File: config.mk
export PLATFORM = sky130hd
export DESIGN_NAME = spi_arbiter
export DESIGN_NICKNAME = d
export VERILOG_FILES = /design/src/rtl/spi_arb_pkg.sv /design/src/rtl/spi_rr_pick.sv /design/src/rtl/spi_arbiter.sv
export SDC_FILE = /design/constraint.sdc
export NUM_CORES = 1
export LEC_CHECK = 0
export CAP_MARGIN = 20
export CORE_MARGIN = 3
export CORE_UTILIZATION = 48
export CTS_CLUSTER_SIZE = 8
export DETAILED_ROUTE_END_ITERATION = 16
export GPL_ROUTABILITY_DRIVEN = 0
export HOLD_SLACK_MARGIN = 0.1
export PLACE_DENSITY_LB_ADDON = 0.08
export SLEW_MARGIN = 20
export SYNTH_ARGS = -nofsm -noshare
export SYNTH_HDL_FRONTEND = slang
export SYNTH_SLANG_ARGS = --single-unit
File: constraint.sdc
create_clock -name clk -period 4.1 [get_ports clk]
set_input_delay 0.41 -clock clk [delete_from_list [all_inputs] [get_ports clk]]
set_output_delay 0.41 -clock clk [all_outputs]
set_load 0.1 [all_outputs]
File: src/rtl/spi_arb_pkg.sv
// spi_arb_pkg: shared state encoding and sizing helpers for the SPI arbiter.
package spi_arb_pkg;
    localparam int NREQ_MAX = 8;

    typedef enum logic [2:0] {
        IDLE, SETUP, START, WAIT_BUSY, WAIT_DONE, READ, NEXT, RELEASE
    } state_t;

    function automatic int clog2(input int n);
        int w;
        w = 1;
        while ((1 << w) < n) w = w + 1;
        return w;
    endfunction
endpackage

File: src/rtl/spi_rr_pick.sv
// spi_rr_pick: combinational round-robin picker; search starts one past ptr.
module spi_rr_pick
    import spi_arb_pkg::*;
#(
    parameter int NREQ = 4,
    localparam int PW = clog2(NREQ)
) (
    input  logic [NREQ-1:0] req,
    input  logic [PW-1:0]   ptr,
    output logic [NREQ-1:0] win,
    output logic [PW-1:0]   win_idx
);
    logic [PW-1:0] idx;

    // Walk from the farthest offset down so the nearest requester wins last.
    always_comb begin
        win = '0;
        win_idx = '0;
        idx = '0;
        for (int k = NREQ; k >= 1; k--) begin
            idx = PW'((int'(ptr) + k) % NREQ);
            if (req[idx]) begin
                win = '0;
                win[idx] = 1'b1;
                win_idx = idx;
            end
        end
    end
endmodule

File: src/rtl/spi_arbiter.sv
// spi_arbiter: round-robin sharing of one spi_core among NREQ requesters,
// with per-requester slave selects and multi-byte transactions.
module spi_arbiter
    import spi_arb_pkg::*;
#(
    parameter int NREQ   = 4,
    parameter int DWIDTH = 8
) (
    input  logic                   clk,
    input  logic                   rst,
    input  logic [NREQ-1:0]        req,
    input  logic [NREQ-1:0]        req_last,
    input  logic [NREQ*DWIDTH-1:0] req_data,
    output logic [NREQ-1:0]        ack,
    output logic [DWIDTH-1:0]      rsp_data,
    output logic [NREQ-1:0]        grant,
    output logic [NREQ-1:0]        ss_n,
    output logic                   busy,
    output logic                   core_cs,
    output logic                   core_wr,
    output logic                   core_rd,
    output logic [DWIDTH-1:0]      core_din,
    input  logic [DWIDTH-1:0]      core_dout,
    input  logic                   core_done
);
    localparam int PW = clog2(NREQ);

    state_t          state, state_nx;
    logic [PW-1:0]   ptr, g, win_idx;
    logic [NREQ-1:0] win;
    logic            last_r;

    spi_rr_pick #(.NREQ(NREQ)) u_pick (
        .req(req),
        .ptr(ptr),
        .win(win),
        .win_idx(win_idx)
    );

    always_comb begin
        state_nx = state;
        case (state)
            IDLE:      if (|req) state_nx = SETUP;
            SETUP:     state_nx = START;
            START:     if (core_done) state_nx = WAIT_BUSY;
            WAIT_BUSY: if (!core_done) state_nx = WAIT_DONE;
            WAIT_DONE: if (core_done) state_nx = READ;
            READ:      state_nx = last_r ? RELEASE : NEXT;
            NEXT:      state_nx = req[g] ? START : RELEASE;
            RELEASE:   state_nx = IDLE;
            default:   state_nx = IDLE;
        endcase
    end

    // Strobes are registered on the transition edge, so each is high for one cycle.
    always_ff @(posedge clk or negedge rst) begin
        if (!rst) begin
            state    <= IDLE;
            ptr      <= PW'(NREQ - 1);
            g        <= '0;
            last_r   <= 1'b0;
            grant    <= '0;
            ss_n     <= '1;
            ack      <= '0;
            rsp_data <= '0;
            busy     <= 1'b0;
            core_cs  <= 1'b0;
            core_wr  <= 1'b0;
            core_rd  <= 1'b0;
            core_din <= '0;
        end else begin
            state   <= state_nx;
            busy    <= state_nx != IDLE;
            ack     <= '0;
            core_cs <= 1'b0;
            core_wr <= 1'b0;
            core_rd <= 1'b0;
            if (state == IDLE && |req) begin
                grant <= win;
                ss_n  <= ~win;
                g     <= win_idx;
            end
            if (state == START && core_done) begin
                core_cs  <= 1'b1;
                core_wr  <= 1'b1;
                core_din <= req_data[g*DWIDTH +: DWIDTH];
                last_r   <= req_last[g];
            end
            if (state == WAIT_DONE && core_done) begin
                core_cs <= 1'b1;
                core_rd <= 1'b1;
            end
            if (state == READ) begin
                rsp_data <= core_dout;
                ack      <= grant;
            end
            if (state == RELEASE) begin
                grant <= '0;
                ss_n  <= '1;
                ptr   <= g;
            end
        end
    end
endmodule

### Yosys cells after proc, flatten, opt, wreduce, memory -nomap -nowiden

Cells that the tools add are included.

* add/subtract/negate cells: 4
* multipliers: 0
* divide/modulo/power cells: 0
* magnitude comparators: 9
* eq/ne operators: 7
* shift-type cells: 1
* mux-type cells: 43
* bitwise logic cells: 1
* reductions and logical operators: 11

Operator list (number)
* 4-bit two-way mux: 9
* 32-bit by 6-bit variable part select with 8-bit output: 1
* 3-bit case mux with 8 select lines: 1
* 2-bit by 3-bit < comparator with 1-bit output, second input constant: 5
* 3-bit two-way mux: 5
* 1-bit two-way mux: 14
* 1-bit binary-select mux with 2-bit select: 6
* 3-bit equality test, second input constant: 4
* 1-bit demux with 2-bit select: 4
* 2-bit by 1-bit greater-or-equal comparator with 1-bit output, second input constant: 4
* 2-bit two-way mux: 4
* 1-bit logical AND: 7
* 3-bit by 2-bit equality test with 1-bit output, second input constant: 2
* 2-bit by 1-bit adder with 2-bit output, second input constant: 2
* 2-bit adder, second input constant: 2
* 4-bit inverter: 1
* 4-bit OR reduction: 1
* 3-bit by 1-bit equality test with 1-bit output, second input constant: 1
* 3-bit zero test: 1
* 3-bit nonzero test: 1
* 2-bit nonzero test: 1

* register bits after elaboration: 40
* latch bits: 0
* RAM bits: 0
* memory bits (read-only): 0
* input bits: 51
* output and inout port bits: 32
* word-level logic and storage cells: 89
* memories kept: 0

### Logic depth before layout (Yosys ltp)

Gate-level depths: netlist of run 1.

* word-level depth: 12
* gate-level depth with buffers: 10
* gate-level depth less buffers: 7

### Modules after synthesis

A second synthesis of run 1 with hierarchy kept.

* cells, all modules: 190
* area total of the unflattened synthesis: 2311.0 um^2

By module, submodules not included
* spi_arbiter: times used 1, cells each 141, area each 1898.1 um^2, seq. area each 1008.5 um^2
* spi_rr_pick: times used 1, cells each 49, area each 412.9 um^2, seq. area each 0.0 um^2

### Worst setup path before layout of run 1

No wires, ideal clock.

* path kind: reg-to-reg
* start point: register ptr[0]
* end point: register ss_n[2]
* setup time: 0.061 ns
* data arrival time: 2.784 ns
* data required time: 4.039 ns
* setup slack: 1.255 ns
* cell stages (with the launch flop): 11
* path buffers: 3
* period minus slack after synthesis: 2.845 ns
* path through: dfstp_2 > buf_6 > clkbuf_1 > inv_1 > ha_1 > buf_2 > mux4_2 > a21o_1 > a221o_1 > o211ai_1 > o21a_1

* longest elaborated chain between the ends: 12
* elaborated cells between the ends (all ways): 39
* those cells by class: add/sub (4); order compare (8); mux (22); bitwise (1); reduce/logical (4)

Ends and longest elaborated chain
* from (decl): line spi_arbiter.sv:29 `logic [PW-1:0] ptr, g, win_idx;`
* from (signal assigned): line spi_arbiter.sv:59 `ptr <= PW'(NREQ - 1);`
* from (signal assigned): line spi_arbiter.sv:100 `ptr <= g;`
* 2-bit by 1-bit adder with 2-bit output: line spi_rr_pick.sv:21 `idx = PW'((int'(ptr) + k) % NREQ);`
* 2-bit by 3-bit < comparator with 1-bit output (not written as such) / 2-bit by 1-bit greater-or-equal comparator with 1-bit output (equally long branches): line spi_rr_pick.sv:24 `win[idx] = 1'b1;`
* 1-bit logical AND (not written as such): line spi_rr_pick.sv:24
* 1-bit two-way mux (not written as such): line spi_rr_pick.sv:24
* 1-bit demux with 2-bit select
* 4-bit two-way mux (3 in series): line spi_rr_pick.sv:22 `if (req[idx]) begin`
* 4-bit two-way mux (*): line spi_rr_pick.sv:22
* 4-bit inverter (*): line spi_arbiter.sv:80 `ss_n <= ~win;`
* 4-bit two-way mux (*): line spi_arbiter.sv:78 `if (state == IDLE && |req) begin`
* 4-bit two-way mux (*): line spi_arbiter.sv:97 `if (state == RELEASE) begin`
* to (signal assigned): line spi_arbiter.sv:80
* to (decl): line spi_arbiter.sv:17 `output logic [NREQ-1:0] ss_n,`

Mark *: on every way between the ends. The rest lies on a longest branch, timed or not. The select of a mux whose other input is x is not followed.
A chain may end at the register's enable or synchronous reset.

### Worst setup path after layout of run 1

Same ends and word-level chain as after synthesis.

==> summary by stage, run 1 <==
Run
Across the run, the number of max-cap violations was 0.

Clock tree
The number of buffers created by CTS is 5. In this run, post-CTS repair resized a total of 0 instances. In this run the post-CTS setup repair buffer count came out at 0. The H-tree generated during clock tree synthesis spans 2 levels.

The largest buffer count on any clock path is 2. The worst-skew pair later-pin latency is 0.29 ns. The clock transition at the register clock pins on the worst setup and hold paths after CTS is 0.07 ns. The clock net sink count is 40. The root buffer cell is sky130_fd_sc_hd__clkbuf_8. TritonCTS built the clock tree. For this design, the CTS-stage hold fixing added 0 buffers.

Finish
The ratio of cells with drive above 1 in the final layout is 0.162. In the final design database the tool counted 342 nets. 0 antenna diodes ended up in the layout.

The filler cells instantiated in the layout total 343. In the final layout, the multi-input gates occupy 1210 um2. Summing all flip-flop and latch instances after layout gives 1010 um2.

The area growth from synthesis to layout is 39.3%. The finished layout cell area is 3210 um2.

STA
The pin slew with the least headroom to its limit is 1.00 ns. Headroom to the max-slew limit came out at 0.331. The final max-slew violation count is 0.

The worst-case clock skew is 0.00386 ns. Adding up every negative setup slack in the final design gives 0 ns. The count of endpoints failing hold in the final timing report is 0.

In the finished design, the share of the clock period the worst path needs comes to 0.725. The worst path needs 2.97 ns of the cycle, external delays included. Setup repair after global routing left no endpoint under its margin. The count of final setup violators is 0. Timing would allow up to 0.336 GHz.

Yosys
The simple-gate portion of the synthesized area is 0.144. The share of the yosys chip area belonging to registers is 0.438. Of the post-synthesis cell area, the dominant cell type holds 0.369. The number of flops mapped to enable cells by yosys is 0. Of the total synthesized cell area, the portion taken by XOR and XNOR cells is 0. The complex-gate fraction of the synthesized area is 0.127.

The cell type with the highest aggregate area in the netlist is sky130_fd_sc_hd__dfrtp_1. The area of the mapped netlist is 2300 um2. In the synthesized netlist, the number of instances is 209.

The portion of netlist area occupied by mux cells is 0.209. The post-synthesis net count is 268. The total of flip-flops plus latches after synthesis is 40. Yosys instantiated no cell more often than sky130_fd_sc_hd__nand2_1. Sorting the synthesized cells by area gives the leading types as sky130_fd_sc_hd__dfrtp_1, sky130_fd_sc_hd__mux4_2, sky130_fd_sc_hd__dfstp_2. The largest family of logic cells by synthesized area is multiplexers.

The async set-or-reset flop fraction in the synthesized netlist is 1.00. The synthesis warning total is 0. The count of unique library cells instantiated by Yosys is 41. The most instantiated flip-flop cell in the synthesis netlist is sky130_fd_sc_hd__dfrtp_1.

Each instance of the synthesized netlist takes up on average 11.0 um2. Counting instances in the post-synthesis netlist gives the leading cell types as sky130_fd_sc_hd__nand2_1, sky130_fd_sc_hd__dfrtp_1, sky130_fd_sc_hd__mux4_2. Of the total synthesized cell area, the portion taken by full adders, half adders and majority gates is 0.0435.

Global route
For this run the aggregate overflow at the end of global routing stands at 0. The overall fraction of global-route tracks in use is 0.189. Entering global routing, the biggest net connects 41 pins. The global-route wire length before repair is 8.27 mm. The number of antenna violations at the first check in global routing is 0. The number of global-route vias before repair is 1823.

Drt
Once detail routing completed, the nets flagged for antenna violations numbered 0. Across all layers, the routed design uses 1897 vias. The met2 routed wirelength is 2.57 mm. In the detailed route, the total length drawn on met3 is 349 um.

The final wirelength is 5.06 mm. The first-pass iteration count of the detailed router is 4. In the final routed layout, each cell accounts on average for 15.1 um.

The top routing layer in use is met4. For this run, design rule violations remaining after detail routing come to 0. The first routing iteration left 37 violations. The wire length on met1 is 2.10 mm.

The via density per instance is 5.65.

Status
The flow ran to the end, and the final reports show no timing, DRC or antenna violations.

Setup path
The kind of critical path is reg -> reg. The critical path startpoint category is a register. For flop-to-flop paths, the worst setup slack is 1.13 ns.

At the worst endpoint, the required time is 4.33 ns. The data arrival at the endpoint of the critical path is 3.20 ns. The largest fanout of any net on the critical path is 23. The element type at the critical path end is a register.

Die
The standard-cell row count is 24. The number of top-level design ports is 83. The die is 75.3 um wide. The floorplan step set the die height to 75.3 um. The initial utilization of the core area, before any placement, comes to 0.511.

The overall die area is 5670 um2. The area of the core is 4500 um2.

Placement
During placement, the flow inserted port buffers numbering 82. Once placement finished, the instance area stood at 3110 um2. Detailed placement finished with a half-perimeter wire length of 3.81 mm.

Hold path
The classification of the worst-slack hold path is in -> async.
## flip-flops by register name, indices dropped and copies added, names as in the netlist
name and cells:
ack 4, state 3, core_rd 1, busy 1
rsp_data 8, ss_n 4, core_cs 1, core_wr 1
g 2, core_din 8, grant 4, last_r 1
ptr 2
## final cells by class
cell class / count / share of cell area
repair buffers: 82 / 0.254
well taps: 52 / 0.0203
clock buffers: 7 / 0.0269
flip-flops and latches: 40 / 0.314
multi-input cells: 149 / 0.376
clock inverters: 1 / 0.00234
inverters: 5 / 0.00585
## cells in the final DEF, fill, tap and decap left out, types with 2 or more instances in the layout
master,Yosys,routed
sky130_fd_sc_hd__dfstp_2,6,6
sky130_fd_sc_hd__mux2_2,13,13
sky130_fd_sc_hd__a31oi_1,3,3
sky130_fd_sc_hd__clkbuf_8,0,6
sky130_fd_sc_hd__nand3_1,2,2
sky130_fd_sc_hd__inv_1,5,5
sky130_fd_sc_hd__mux4_2,14,14
sky130_fd_sc_hd__dfrtp_1,34,34
sky130_fd_sc_hd__nor2b_1,3,3
sky130_fd_sc_hd__and3b_1,2,2
sky130_fd_sc_hd__o221ai_2,2,2
sky130_fd_sc_hd__o21a_1,5,5
sky130_fd_sc_hd__nand2_1,42,42
sky130_fd_sc_hd__nor3_1,2,2
sky130_fd_sc_hd__ha_1,8,8
sky130_fd_sc_hd__a211oi_1,2,2
sky130_fd_sc_hd__a221o_1,3,3
sky130_fd_sc_hd__and2_1,6,6
sky130_fd_sc_hd__a21oi_1,9,9
sky130_fd_sc_hd__clkdlybuf4s50_1,0,81
sky130_fd_sc_hd__o21ai_0,7,7
sky130_fd_sc_hd__o211ai_1,2,2
sky130_fd_sc_hd__mux2i_1,2,2
sky130_fd_sc_hd__nor2_1,7,7
sky130_fd_sc_hd__nor3b_1,2,2
## logic make-up (layout without fill, tap and decap cells)
family	after synthesis	count (layout)
flops	40	40
fa+ha+maj	8	8
buf+inv	20	95
mux	29	29
simple gates	71	71
compound gates	41	41
## critical path: stages (launching register included)
cell	delay [ns]
sky130_fd_sc_hd__dfstp_2	0.80
sky130_fd_sc_hd__inv_1	0.21
sky130_fd_sc_hd__ha_1	0.57
sky130_fd_sc_hd__mux4_2	0.62
sky130_fd_sc_hd__a21o_1	0.18
sky130_fd_sc_hd__a221o_1	0.25
sky130_fd_sc_hd__o211ai_1	0.12
sky130_fd_sc_hd__o21a_1	0.16
## stage by stage
step | hold WS [ns] | cells | util | setup slack [ns]
final | 0.223 | 336 | 0.712 | 1.13
after global routing | 0.314 | 336 | 0.712 | 0.979
after CTS | 0.258 | 336 | 0.712 | 1.15
after detailed placement | 0.468 | 328 | 0.691 | 1.16
after global placement | 0.457 | 328 | 0.691 | 1.27
after floorplan | 0.114 | 209 | - | 1.25
## worst paths after layout
kind | cells after the start | to | startpoint
worst max-delay path | 7 | ss_n[2] | ptr[0]
min in group clk | 2 | rsp_data[3] | rsp_data[3]
max in group asynchronous | 1 | g[1] | rst
worst min-delay path | 1 | busy | rst
worst min register to register | 2 | rsp_data[3] | rsp_data[3]
worst max register to register | 7 | ss_n[2] | ptr[0]
## routing by layer
metal  global-route usage  vias up
met5                    0        -
met2                0.330       74
met3               0.0467        7
met1                0.236      912
met4               0.0466        0
li1                     -      904
Power of run 1 is not shown: default switching activity piles up to over one toggle a cycle in this logic, so the estimate is an artifact.
==> run 2, diff against run 1 <==
- CORE_UTILIZATION: 48 -> 45
- clock period: 4.1 -> 2.8 ns (I/O delays scaled with it)
==> run 2 against run 1 <==
Net effect:
- worst setup slack lost 0.86 ns
- clock skew grew 0.0013 ns
- critical path type unchanged
- worst hold slack lost 0.12 ns
- largest cell class unchanged
==> summary by stage, run 2 (synthesized netlist as in run 1, its figures left out) <==
Status
The flow ran to the end, and the final reports show no timing, DRC or antenna violations.

Setup path
The kind of cell with the highest combined delay on the critical path is compound AO/OA/AOI/OAI gates. The critical path goes through inv_1, ha_1, mux4_2, a21o_1, a221o_1, o211ai_1, o21a_1. STA puts the critical path data arrival time at 2.76 ns. The delay contributed by the slowest stage of the critical path is 0.65 ns. The worst setup path is captured at a register. The master of the slowest instance on the critical path is sky130_fd_sc_hd__dfstp_2.

The critical path is of the reg -> reg type. For the worst setup path, the data required time is 3.03 ns. The buffers plus inverters on the worst setup path is 1.

The worst setup path is launched from a register. The largest fanout of any net on the critical path is 11.

Placement
The count of input and output buffers is 82. The post-DP HPWL is 3.99 mm. The area of placed instances is 3080 um2.

Die
The area of the core is 4850 um2. The starting density of the core is 0.475. The die width is 77.5 um.

For this design the top-level I/O count stands at 83. The overall die area is 6010 um2. The standard-cell row count is 25. The die is 77.5 um tall.

Clock tree
The cell sitting at the root of the clock tree is a sky130_fd_sc_hd__clkbuf_8. After clock tree synthesis, the clock-pin slew on the worst setup and hold paths is 0.08 ns. The number of gates resized after CTS was 0. For this design, the sink count on the clock tree is 40.

The largest buffer count on any clock path is 2. The number of H-tree branching levels is 2. The worst-skew pair later-pin latency is 0.29 ns. The CTS tree is built. After clock tree synthesis, the flow added hold-fix buffers numbering 0. The number of buffers created by CTS is 5. The total setup buffers inserted after CTS is 0.

Finish
In the final layout, the share of cells above drive strength 1 is 0.286. The end-of-flow core utilization is 0.667. The finished cells cover 3230 um2.

The top cell types in the final layout, fill and taps aside, are sky130_fd_sc_hd__clkdlybuf4s50_1, sky130_fd_sc_hd__nand2_1, sky130_fd_sc_hd__buf_4, sky130_fd_sc_hd__dfrtp_1, sky130_fd_sc_hd__mux4_2. Relative to the synthesized area, the layout overhead comes to 40.4%. The layout net count is 345.

The number of antenna repair diodes is 0. The largest registers in the layout are core_din: 8 flops, rsp_data: 8 flops. The library cell used most frequently in the layout, excluding fill and tap cells, is sky130_fd_sc_hd__clkdlybuf4s50_1.

Drt
After detailed routing, the average wire length per cell comes to 15.2 um. The via density per instance is 5.28. The DRC marker count from the first detailed-route iteration is 112. The first-pass iteration count of the detailed router is 4.

The number of vias in the routed layout is 1868. The total DRC errors in the routed layout is 0. The final wirelength is 5.40 mm.

The detail route stage leaves a number of antenna-violating nets equal to 0.

Hold path
In this run the worst hold path is classified as in -> async.

STA
Counting I/O delays and the setup requirement, the final critical path takes 2.53 ns. Adding up every negative setup slack in the final design gives 0 ns. The tightest hold path in the finished design has a slack of 0.104 ns. Clock skew on the completed layout was measured at 0.00517 ns. The worst pin sits at a relative slew slack of 0.415. For this run, the top clock speed supported by timing is 0.395 GHz. The count of endpoints failing hold in the final timing report was 0. The final max-slew violation count came to 0. The ratio of final minimum period to clock period is 0.904.

The count of final setup violators is 0. The pin slew with the least headroom to its limit is 0.878 ns. Setup repair after global routing left no endpoint under its margin.

Global route
The overflow left after global routing is 0. The number of antenna violations at the first check in global routing came to 0. Entering global routing, the biggest net connects 41 pins.

Across every metal layer, demand over resource in global routing totals 0.187. The number of global-route vias before repair is 1864. The global-route wire length before repair is 9.03 mm.

Run
The number of violations of the max-capacitance limit is 0.
==> run 2: worst paths after layout <==
| kind | slack, ns | cells after the start | endpoint | startpoint |
|---|---|---|---|---|
| worst max-delay path | 0.27 | 7 | ss_n[2] | ptr[1] |
| worst min-delay path | 0.10 | 1 | rsp_data[3] | rst |
| worst max register to register | 0.27 | 7 | ss_n[2] | ptr[1] |
| worst min register to register | 0.48 | 2 | rsp_data[4] | rsp_data[4] |
| max in group asynchronous | 2.15 | 1 | core_din[0] | rst |
| min in group clk | 0.48 | 2 | rsp_data[4] | rsp_data[4] |
==> run 2: cell type report <==
type | instances | area (um2)
multi-input combinational | 149 | 1210
inverter | 5 | 18.8
sequential | 40 | 1010
clock inverter | 3 | 90.1
fill | 369 | 1610
tap | 67 | 83.8
timing repair buffer | 85 | 758
clock buffer | 5 | 68.8
==> run 2: metal layers <==
metal,global-route usage,vias up,share of wire
met5,0,-,0
met3,0.0510,6,0.059
met4,0.0694,0,0.015
met2,0.298,62,0.49
met1,0.244,892,0.44
li1,-,908,-
==> run 2: worst reg2reg max path: cells and delay by family (launching register included) <==
family,cells,cell delay [ns]
adders and majority gates,1,0.37
DFF,1,0.65
AOI/OAI and AO/OA,4,0.71
muxes,1,0.58
buffers and inverters,1,0.17
==> run 2: metrics by stage <==
step | worst slack, ns | cells
after floorplan | 0.0753 | 209
after global placement | 0.347 | 346
after detailed placement | 0.305 | 346
after CTS | 0.276 | 354
after global routing | 0.126 | 354
final | 0.269 | 354
Power of run 2 is left out for the same reason.
==> run 3, diff against run 2 <==
- ABC_AREA: default -> 1
==> run 3 against run 2 <==
Net effect:
- cell count is 23% higher
- synthesized cell count is 38% higher
- clock-buffer cell count is 1 higher
- register-to-register slack better by 0.44 ns
- critical endpoint is now grant[1]
- largest cell class unchanged
- highest routed layer unchanged
==> summary by stage, run 3 <==
Status
The flow ran to the end, and the final reports show no timing, DRC or antenna violations.

Die
83 I/O pins were placed. The die is 77.7 um wide. The floorplan step defined a die boundary enclosing 6040 um2. The die boundary height is 77.7 um. The starting density of the core is 0.478. The area of the core is 4850 um2. In this run the core area contains 25 standard-cell rows.

Setup path
On the critical path, the stage with the largest delay is an instance of sky130_fd_sc_hd__dfstp_2. The critical path startpoint is ptr[0]. The element type at the critical path end is a register. Of all nets on the critical path, the largest fanout is 10. The worst-case register-to-register setup slack is 0.71 ns. The buffers plus inverters on the worst setup path is 3. STA classifies the critical path startpoint as a register.

The startpoint identified for the worst register-to-register timing path is ptr[0]. The endpoint of the most critical register-to-register path is grant[1]. The kind of cell with the highest combined delay on the critical path is flip-flops. Counting buffers and inverters, the worst setup path is 11 cells deep. The delay contributed by the slowest stage of the critical path is 0.67 ns.

The data required time at the worst endpoint is 2.97 ns. The critical path in this run is classified as reg -> reg. The length in cells of the worst reg-to-reg path is 11. Walking the worst path, the cells encountered are inv_2, ha_1, inv_2, nand3_2, nand2_4, nand2_2, clkinv_1, nand2_1, nand3_2, nand3_1, o21ai_1.

Data arrives at the worst endpoint at 2.26 ns.

Finish
Leaving out fill and tap cells, the most frequent cells in the layout are sky130_fd_sc_hd__nor2_1, sky130_fd_sc_hd__clkdlybuf4s50_1, sky130_fd_sc_hd__nand2_1, sky130_fd_sc_hd__dfrtp_1, sky130_fd_sc_hd__buf_4. The largest registers in the layout are core_din: 8 flops, rsp_data: 8 flops. The layout net count is 428. The ratio of cells with drive above 1 in the final layout is 0.222. After routing the design area is 3200 um2.

The most common cell after layout, fill and taps aside is sky130_fd_sc_hd__nor2_1. The count of fill cells added during filler insertion is 436. Compared with the post-synthesis result, the final layout area differs by 38.2%. The number of antenna diodes in the final layout is 0.

Yosys
Yosys printed 0 warnings. The number of cells produced by synthesis is 289. The share of the yosys chip area belonging to registers is 0.435. Sorting the synthesized cells by how often they occur yields sky130_fd_sc_hd__nor2_1, sky130_fd_sc_hd__nand2_1, sky130_fd_sc_hd__dfrtp_1. The number of flops mapped to enable cells by yosys is 0. The most numerous cell in the Yosys netlist is sky130_fd_sc_hd__nor2_1.

Counting flops with an async set or reset pin after synthesis yields a share of 1.00. The largest total area in the synthesized netlist belongs to sky130_fd_sc_hd__dfrtp_1. Ranked by total cell area, the synthesized netlist is headed by sky130_fd_sc_hd__dfrtp_1, sky130_fd_sc_hd__nor2_1, sky130_fd_sc_hd__nand2_1.

Synthesis instantiated 28 different standard cells from the library. For this run, the leading register cell type out of synthesis is sky130_fd_sc_hd__dfrtp_1. Summing every instance area after synthesis gives 2320 um2. Counting every net in the synthesized netlist gives 348.

A synthesized cell averages 8.01 um2. Of the post-synthesis cell area, the dominant cell type holds 0.367. The total of flip-flops plus latches after synthesis is 40.

Placement
The post-DP HPWL is 4.15 mm. Port buffering added 82 buffers. Once placement finished, the instance area stood at 3090 um2.

STA
The count of final setup violators is 0. The highest achievable clock rate is 0.477 GHz. The worst pin sits at a relative slew slack of 0.436.

Between clock sinks in the finished design, the worst skew comes to 0.00717 ns. For the final routed database, the setup TNS stands at 0 ns. The smallest hold slack is 0.0964 ns.

The final max-slew violation count was 0. At the pin with the least slew margin, the transition time is 0.846 ns. In the finished design, the share of the clock period the worst path needs comes to 0.748. Setup repair after global routing left no endpoint under its margin. The routed design could run at a clock period as short as 2.09 ns. The count of endpoints failing hold in the final timing report was 0.

Clock tree
Clock-pin slew was measured on the worst setup and hold paths at 0.08 ns. The largest buffer count on any clock path is 2. The number of clock buffers added by TritonCTS is 5. The CTS tree is built. In this run, post-CTS repair resized a total of 0 instances. The clock reaches the later pin of the worst-skew pair after 0.29 ns.

The clock net sink count is 40. Post-CTS timing repair inserted 0 buffers for setup. The quantity of hold-fixing buffers added after cts is 0. The number of H-tree branching levels is 2. The root buffer cell is sky130_fd_sc_hd__clkbuf_8.

Drt
The met2 routed wirelength is 2.73 mm. The wire length on met1 is 2.41 mm. The number of vias in the routed layout is 2121.

The via density per instance is 4.85. The per-cell routed wire length is 12.5 um. The first detailed-routing pass ran for 4 iterations. In the routed design, unresolved DRC markers number 0.

The antenna violation net count after detailed routing is 0. The sum of met3 wire segment lengths after detailed routing is 292 um. The DRC marker count from the first detailed-route iteration is 141. For this block, the routed nets add up to 5.47 mm of wire. The top routing layer in use is met4.

Global route
The overflow left after global routing is 0. The first global-routing pass estimated 9.01 mm of wire. The overall fraction of global-route tracks in use is 0.188.

Entering global routing, the biggest net connects 41 pins. The number of antenna violations at the first check in global routing came to 0. The number of global-route vias before repair is 1931.

Run
Max-cap violations in this run came to 0.

Hold path
The path class of the tightest hold or removal check is in -> async.
-- run 3: changes by cell type in the layout (fill, tap and decap cells not counted), sizes merged, moves of 4 or more --
cell | previous run | this run
mux4 | 14 | 0
a31oi | 3 | 8
nor2b | 4 | 0
nand3 | 2 | 20
mux2 | 13 | 8
inv | 5 | 31
nor2 | 7 | 54
and2 | 6 | 0
o21a | 5 | 0
o21ai | 7 | 31
nand2 | 42 | 58
-- run 3: worst max-delay path by stage --
stage,to,slack [ns]
final,grant[1],0.71
after global routing,grant[3],0.54
after CTS,grant[1],0.71
after global placement,grant[1],0.76
after detailed placement,grant[3],0.73
after floorplan,grant[3],0.97
-- run 3: routing by layer --
| layer | up-vias | GRT usage |
|---|---|---|
| li1 | 1102 | - |
| met3 | 2 | 0.0441 |
| met2 | 59 | 0.314 |
| met1 | 958 | 0.243 |
| met5 | - | 0 |
| met4 | 0 | 0.0480 |
-- run 3: cell families (layout without fill, tap and decap cells) --
group                      Yosys count  after routing  synth area share
and+or+nand+nor                    138            138             0.284
muxes                                8              8            0.0389
AOI/OAI and AO/OA                   53             53             0.127
buffers and inverters               42            123            0.0719
adders and majority gates            8              8            0.0432
DFF                                 40             40             0.435
-- run 3: cell type report --
type                       count  area, um2  share of cell area
multi-input combinational    207       1140               0.357
sequential                    40       1010               0.315
timing repair buffer          82        736               0.230
inverter                      33        124              0.0387
tap                           67       83.8              0.0262
clock buffer                   6       72.6              0.0227
clock inverter                 2       35.0              0.0109
-- run 3: per-stage QoR --
stage,util,instances,setup slack [ns]
finish,0.660,437,0.705
global route,0.660,437,0.539
CTS,0.660,437,0.709
detailed placement,0.638,429,0.728
global placement,0.638,429,0.759
floorplan,-,289,0.970
Power of run 3 is left out for the same reason.
